===== src/rtl/mac_accumulator.sv =====
// Frame accumulator for the NPU MAC unit: sums unsigned products per frame into a
// saturating accumulator built from 4-bit carry-lookahead slices.
`timescale 1ns/1ps

module mac_cla4 (
  input  logic [3:0] i_a,
  input  logic [3:0] i_b,
  input  logic       i_c,
  output logic [3:0] o_sum,
  output logic       o_c
);
  logic [3:0] w_g;
  logic [3:0] w_p;
  logic [4:0] w_c;

  assign w_g = i_a & i_b;
  assign w_p = i_a ^ i_b;

  assign w_c[0] = i_c;
  assign w_c[1] = w_g[0] | (w_p[0] & i_c);
  assign w_c[2] = w_g[1] | (w_p[1] & w_g[0]) | (w_p[1] & w_p[0] & i_c);
  assign w_c[3] = w_g[2] | (w_p[2] & w_g[1]) | (w_p[2] & w_p[1] & w_g[0])
                | (w_p[2] & w_p[1] & w_p[0] & i_c);
  assign w_c[4] = w_g[3] | (w_p[3] & w_g[2]) | (w_p[3] & w_p[2] & w_g[1])
                | (w_p[3] & w_p[2] & w_p[1] & w_g[0]) | ((&w_p) & i_c);

  assign o_sum = w_p ^ w_c[3:0];
  assign o_c   = w_c[4];
endmodule

module mac_accumulator #(
  parameter int PROD_W = 8,
  parameter int ACC_W  = 16,
  parameter int CNT_W  = 8
) (
  input  logic              clk,
  input  logic              rst_n,
  input  logic              in_valid,
  output logic              in_ready,
  input  logic [PROD_W-1:0] in_prod,
  input  logic              in_last,
  output logic              out_valid,
  input  logic              out_ready,
  output logic [ACC_W-1:0]  out_acc,
  output logic              out_ovf,
  output logic [CNT_W-1:0]  out_cnt,
  output logic              busy
);
  localparam int NSLICE = ACC_W / 4;

  if ((PROD_W > ACC_W) || ((ACC_W % 4) != 0)) begin : g_bad_param
    $error("mac_accumulator: PROD_W must be <= ACC_W and ACC_W a multiple of 4");
  end

  typedef enum logic {
    IDLE  = 1'b0,
    ACCUM = 1'b1
  } state_t;

  state_t             r_state;
  logic [ACC_W-1:0]   r_acc;
  logic               r_ovf;
  logic [CNT_W-1:0]   r_cnt;
  logic [ACC_W-1:0]   r_out_acc;
  logic               r_out_ovf;
  logic [CNT_W-1:0]   r_out_cnt;
  logic               r_out_valid;

  logic               w_accept;
  logic [ACC_W-1:0]   w_addend;
  logic [ACC_W-1:0]   w_sum;
  logic [NSLICE:0]    w_carry;
  logic               w_sat;
  logic [ACC_W-1:0]   w_next_acc;
  logic [CNT_W-1:0]   w_cnt_inc;

  // in_ready depends only on the output register, so a pending result is never overwritten
  assign in_ready = ~r_out_valid | out_ready;
  assign w_accept = in_valid & in_ready;

  assign w_addend   = ACC_W'(in_prod);
  assign w_carry[0] = 1'b0;

  for (genvar s = 0; s < NSLICE; s++) begin : g_slice
    mac_cla4 u_cla (
      .i_a   (r_acc[4*s +: 4]),
      .i_b   (w_addend[4*s +: 4]),
      .i_c   (w_carry[s]),
      .o_sum (w_sum[4*s +: 4]),
      .o_c   (w_carry[s+1])
    );
  end

  // Sticky overflow pins the accumulator at all-ones for the rest of the frame
  assign w_sat      = w_carry[NSLICE] | r_ovf;
  assign w_next_acc = w_sat ? '1 : w_sum;
  assign w_cnt_inc  = (&r_cnt) ? r_cnt : r_cnt + CNT_W'(1);

  always_ff @(posedge clk or negedge rst_n) begin
    if (!rst_n) begin
      r_state     <= IDLE;
      r_acc       <= '0;
      r_ovf       <= 1'b0;
      r_cnt       <= '0;
      r_out_acc   <= '0;
      r_out_ovf   <= 1'b0;
      r_out_cnt   <= '0;
      r_out_valid <= 1'b0;
    end else begin
      if (r_out_valid && out_ready) begin
        r_out_valid <= 1'b0;
      end
      if (w_accept) begin
        if (in_last) begin
          r_out_acc   <= w_next_acc;
          r_out_ovf   <= w_sat;
          r_out_cnt   <= w_cnt_inc;
          r_out_valid <= 1'b1;
          r_acc       <= '0;
          r_ovf       <= 1'b0;
          r_cnt       <= '0;
          r_state     <= IDLE;
        end else begin
          r_acc       <= w_next_acc;
          r_ovf       <= w_sat;
          r_cnt       <= w_cnt_inc;
          r_state     <= ACCUM;
        end
      end
    end
  end

  assign out_valid = r_out_valid;
  assign out_acc   = r_out_acc;
  assign out_ovf   = r_out_ovf;
  assign out_cnt   = r_out_cnt;
  assign busy      = (r_state == ACCUM);
endmodule


===== config.mk =====
export PLATFORM = sky130hd
export DESIGN_NAME = mac_accumulator
export DESIGN_NICKNAME = d
export VERILOG_FILES = /design/src/rtl/mac_accumulator.sv
export SDC_FILE = /design/constraint.sdc
export NUM_CORES = 1
export LEC_CHECK = 0
export BUFFER_PORTS_ARGS = -buffer_cell sky130_fd_sc_hd__buf_4
export CORE_MARGIN = 2
export CORE_UTILIZATION = 45
export DETAILED_ROUTE_END_ITERATION = 10
export PLACE_DENSITY = 0.71
export SLEW_MARGIN = 20
export SYNTH_ARGS = -nofsm -noshare
export SYNTH_HDL_FRONTEND = slang
export SYNTH_SLANG_ARGS = --single-unit

===== constraint.sdc =====
create_clock -name clk -period 6 [get_ports clk]
set_input_delay 0.9 -clock clk [delete_from_list [all_inputs] [get_ports clk]]
set_output_delay 0.9 -clock clk [all_outputs]
set_load 0.01 [all_outputs]

==> Yosys cells after proc, flatten, opt, wreduce, memory -nomap -nowiden <==
Cells that the tools add are included.
{ "classes": {"addsub": 1, "n_mux": 9, "bitwise_logic": 66, "reduce_logical": 6} }
{ "ops": {"columns": ["cell", "count"], "rows": [
  ["$and 1x1->1", 39],
  ["$mux 16", 2],
  ["$xor 4x4->4", 6],
  ["$or 1x1->1", 18],
  ["$mux 8", 2],
  ["$reduce_and 4->1", 3],
  ["$add 8x1->8 const B", 1],
  ["$and 4x4->4", 2],
  ["$reduce_and 8->1", 1],
  ["$mux 1", 5],
  ["$reduce_and 2->1", 1],
  ["$logic_and 1x1->1", 1],
  ["$not 1->1", 1]
]} }
{ "word_totals": {"reg_bits": 52, "inputBits": 13, "word_cells": 90} }

==> Depth between registers and ports, before layout <==
{ "logic_depth": {"depth_word": 12, "depth_mapped": 9, "mapped_depth_nobuf": 8} }

==> Cells and area by module <==
Synthesis repeated with hierarchy kept, for this count alone.
{ "hier_totals": {"cells_unflattened": 301, "area_unflattened_um2": 2849.0} }
{ "by_module_without_submodules": {"columns": ["mod", "instances", "cells_each", "area_per_inst_um2", "seq_area_each_um2"], "rows": [
  ["mac_accumulator", 1, 233, 2258.4, 1301.2],
  ["mac_cla4", 4, 17, 147.6, 0.0]
]} }

==> Worst setup path after synthesis <==
Ideal clock, no wire load.
{ "synth_timing": {"path_type": "in2reg", "startpoint": "in in_prod[2]", "endpoint": "reg r_acc[13]", "setup_ns": 0.121, "t_arrival_ns": 2.408, "required_ns": 5.879, "setup_slack_ns": 3.471, "stages": 8, "path_buffers": 0, "path_cell_list": "ha_1 > a41oi_2 > o21a_1 > inv_2 > o2bb2ai_4 > a31o_4 > o21a_1 > o22a_1"} }
{ "synth_between": {"elab_chain_len": 12, "word_cells_on_any_way": 19} }
{ "synth_lines": {"columns": ["item", "line_no", "text"], "rows": [
  ["from (decl)", "40", "input logic [PROD_W-1:0] in_prod,"],
  ["$and 4x4->4 or $xor 4x4->4 (tied branches)", "16, 17", null],
  ["$and 1x1->1, on equally long branches", "24, 25", null],
  ["$or 1x1->1, or another cell as far along", "24", "assign w_c[4] = w_g[3] | (w_p[3] & w_g[2]) | (w_p[3] & w_p[2] & w_g[1])"],
  ["$or 1x1->1 or $and 1x1->1 (tied branches)", "24, 25", null],
  ["$or 1x1->1 (*)", "25", "| (w_p[3] & w_p[2] & w_p[1] & w_g[0]) | ((&w_p) & i_c);"],
  ["$and 1x1->1 (*)", "25", null],
  ["$or 1x1->1 (*)", "25", null],
  ["$and 1x1->1 (*)", "25", null],
  ["$and 1x1->1, on equally long branches", "20, 25", null],
  ["$xor 4x4->4 or $or 1x1->1 (tied branches)", "27, 95", null],
  ["$mux 16 (*)", "96", "assign w_next_acc = w_sat ? '1 : w_sum;"],
  ["$mux 16 (*)", "114", "if (in_last) begin"],
  ["to (signal assigned)", "124", "r_acc <= w_next_acc;"],
  ["to (decl)", "61", "logic [ACC_W-1:0] r_acc;"]
]} }
Mark *: on every way between the ends. The rest lies on a longest branch, timed or not.
A chain may end at the register's enable or synchronous reset.

==> Worst setup path in the final report <==
Ends and elaborated chain as after synthesis.

==> metrics.cfg <==
[run_status]
outcome = finished, final reports clean

[placed_design]
place_congestion = 0.858
place_hpwl_um = 3950
port_buffers = 40

[floorplanning]
num_io_pins = 41
rows = 28
start_util_pct = 45.9
coreArea_mm2 = 0.00582
dieArea_mm2 = 0.00657
dieHeight_um = 81.0
chipWidth_um = 81.0

[worst_setup_path]
criticalPathCategory = in -> reg
r2r-start = r_acc[2]
worstPathArrival_ps = 2720
slowest_delay_ps = 350
path_max_fanout = 13
crit_chain = buf_4 -> ha_1 -> a41oi_2 -> o21a_1 -> inv_2 -> o2bb2ai_4 -> a31o_4 -> o21a_1 -> o22a_1
cp_top_family = compound AO/OA/AOI/OAI gates
r2r_slack_ps = 3770
slowest_stage = ha_1
required_ps = 6180
cp_num_buf_inv = 2
end_kind = flop
startpoint = in_prod[2]
cp_common_cell = o21a_1
crit_path_start_kind = input port

[sta]
slew_headroom_pct = 45.1
tightest_slew_ps = 822
setup_violations = 0
clock.fmax_mhz = 395
final.setup_skew_ps = 7.76
hold_viol_final = 0
period_share_pct = 42.2
finalHoldWorstSlack_ps = 485
slew_viol_final = 0
rsz0062_at_grt = no
post-route-min-period_ps = 2530
tns_ps = 0

[logic_synthesis]
syn-instance-count = 275
ys_warn_count = 0
synth-edff-count = 0
async_reset_ff_share_pct = 100
synth.cell_area_mm2 = 0.00267
yosys_most_used_dff = dfrtp_1
ys_seq_elements = 52
synth_seq_area_share_pct = 48.7
syn_area_per_cell_um2 = 9.71
synth_nets = 301
synth.distinct_cells = 43

[layout]
drive_gt1_share_pct = 18.0
nets = 336
n_antenna_cell = 0
syn2layout_area_growth_pct = 16.4
fin_util_pct = 53.5
final_common_cell = dfrtp_1
final_cell_mix = 52 x dfrtp_1, 46 x nand2_1, 41 x buf_4, 29 x nor2_1

[power]
power_density_mw_per_mm2 = 370
ir_worst_vdd_v = 0.000230
leakage_nw = 1.47

[clock_tree]
ctsHoldBuffers = 0
htreeDepth = 2
cts_tree = built
numClockSinks = 52
clk_path_buf_depth = 2
cts_inserted_buffers = 5
post_cts_buffers = 0
insertion_delay_ps = 300
cts_resized = 0
cts.clk_slew.worst_paths_ps = 100
root_buffer = clkbuf_8

[detailed_routing]
num_vias = 2063
drt_iter0_markers = 178
drt-wirelength-per-cell_um = 14.5
ant_nets = 0
drc = 0
drt_wl_total_um = 5580
viasPerCell = 5.34
first_pass_iters = 4

[grt]
grt_pass1_wl_um = 9810
antenna_found_initial = 0
grt_max_degree = 53
first_global_vias = 1988
overflow = 0
grtUsageTotal_pct = 19.2

[min_path]
hold_path_class = reg -> reg
min_from = out_cnt[0]

[flow_run]
max_cap_violations = 0

-- cell type report --
cell class                      instances  area, um^2
Fill cell                             553        2710
Sequential cell                        52        1300
Multi-Input combinational cell        207        1300
Timing Repair Buffer                   41         308
Tap cell                               75        93.8
Clock buffer                            7        86.3
Inverter                                3        11.3
Clock inverter                          1        7.51
-- cell usage after synthesis (2+ instances only) --
cell / count / area (um^2)
xor2_1: 5 / 43.8
and3_1: 4 / 25.0
xnor2_1: 7 / 61.3
a21o_1: 3 / 22.5
o21a_1: 5 / 37.5
mux2i_1: 4 / 40.0
o21ai_0: 19 / 95.1
ha_1: 11 / 138
nand4_1: 4 / 25.0
a21oi_1: 11 / 55.1
dfrtp_1: 52 / 1300
nor2_1: 29 / 109
fa_1: 2 / 40.0
clkbuf_1: 10 / 37.5
nand2_1: 46 / 173
a31oi_1: 9 / 56.3
nand2b_1: 3 / 18.8
nand3_1: 2 / 10.0
a31oi_4: 2 / 42.5
inv_1: 2 / 7.51
o31ai_1: 3 / 22.5
o22a_1: 3 / 26.3
o21ai_1: 19 / 95.1
-- routing by layer --
metal	global-route usage, %	wire [um]	part of all wire [%]
met3	3.67	215	3.9
met4	5.42	54	0.97
met1	26.9	2760	49
met2	30.6	2560	46
met5	0	0	0
-- per-stage QoR --
stage | cell area, um^2 | setup WS, ps | cells | power [mW]
after floorplan | 2670 | 3470 | 275 | 0.787
after detailed placement | 3020 | 3180 | 378 | 0.952
after CTS | 3110 | 3490 | 386 | 1.16
after global placement | 3020 | 3220 | 378 | 0.939
final | 3110 | 3470 | 386 | 1.15
after global routing | 3110 | 3390 | 386 | 1.25
-- kinds of logic (layout without fill, tap and decap cells) --
logic type,count (synthesis),count (layout),synth area share [%]
fa+ha+maj,13,13,6.65
compound gates,84,84,21.5
simple gates,94,94,15.2
xor+xnor,12,12,3.93
buf+inv,16,52,2.58
mux,4,4,1.50
flops,52,52,48.7
-- final timing paths --
kind,end,cells after the start
max,r_acc[13],9
min,out_cnt[0],2
max reg2reg,r_acc[13],8
min reg2reg,out_cnt[0],2
max in group asynchronous,r_acc[4],1
min in group asynchronous,r_cnt[4],1
-- state kept, by name, indices dropped and copies added (netlist names) --
signal     flops
r_ovf          1
busy           1
out_valid      1
r_acc         16
out_ovf        1
out_cnt        8
r_cnt          8
out_acc       16
-- tightest hold or removal path, delay by kind of cell, from the launching register on --
kind,cells,cell delay [ps]
AND/OR/NAND/NOR,1,50
AO/OA/AOI/OAI,1,60
flip-flops,1,350
-- report_power, final --
part	switching, mW	leakage, nW	internal [mW]	total [mW]
clock network	0.114	0.0445	0.0939	0.208
registers	0.0678	0.673	0.437	0.505
logic	0.242	0.753	0.196	0.438
total	0.424	1.47	0.727	1.15
No activity file was read; power rests on OpenSTA's default activity.
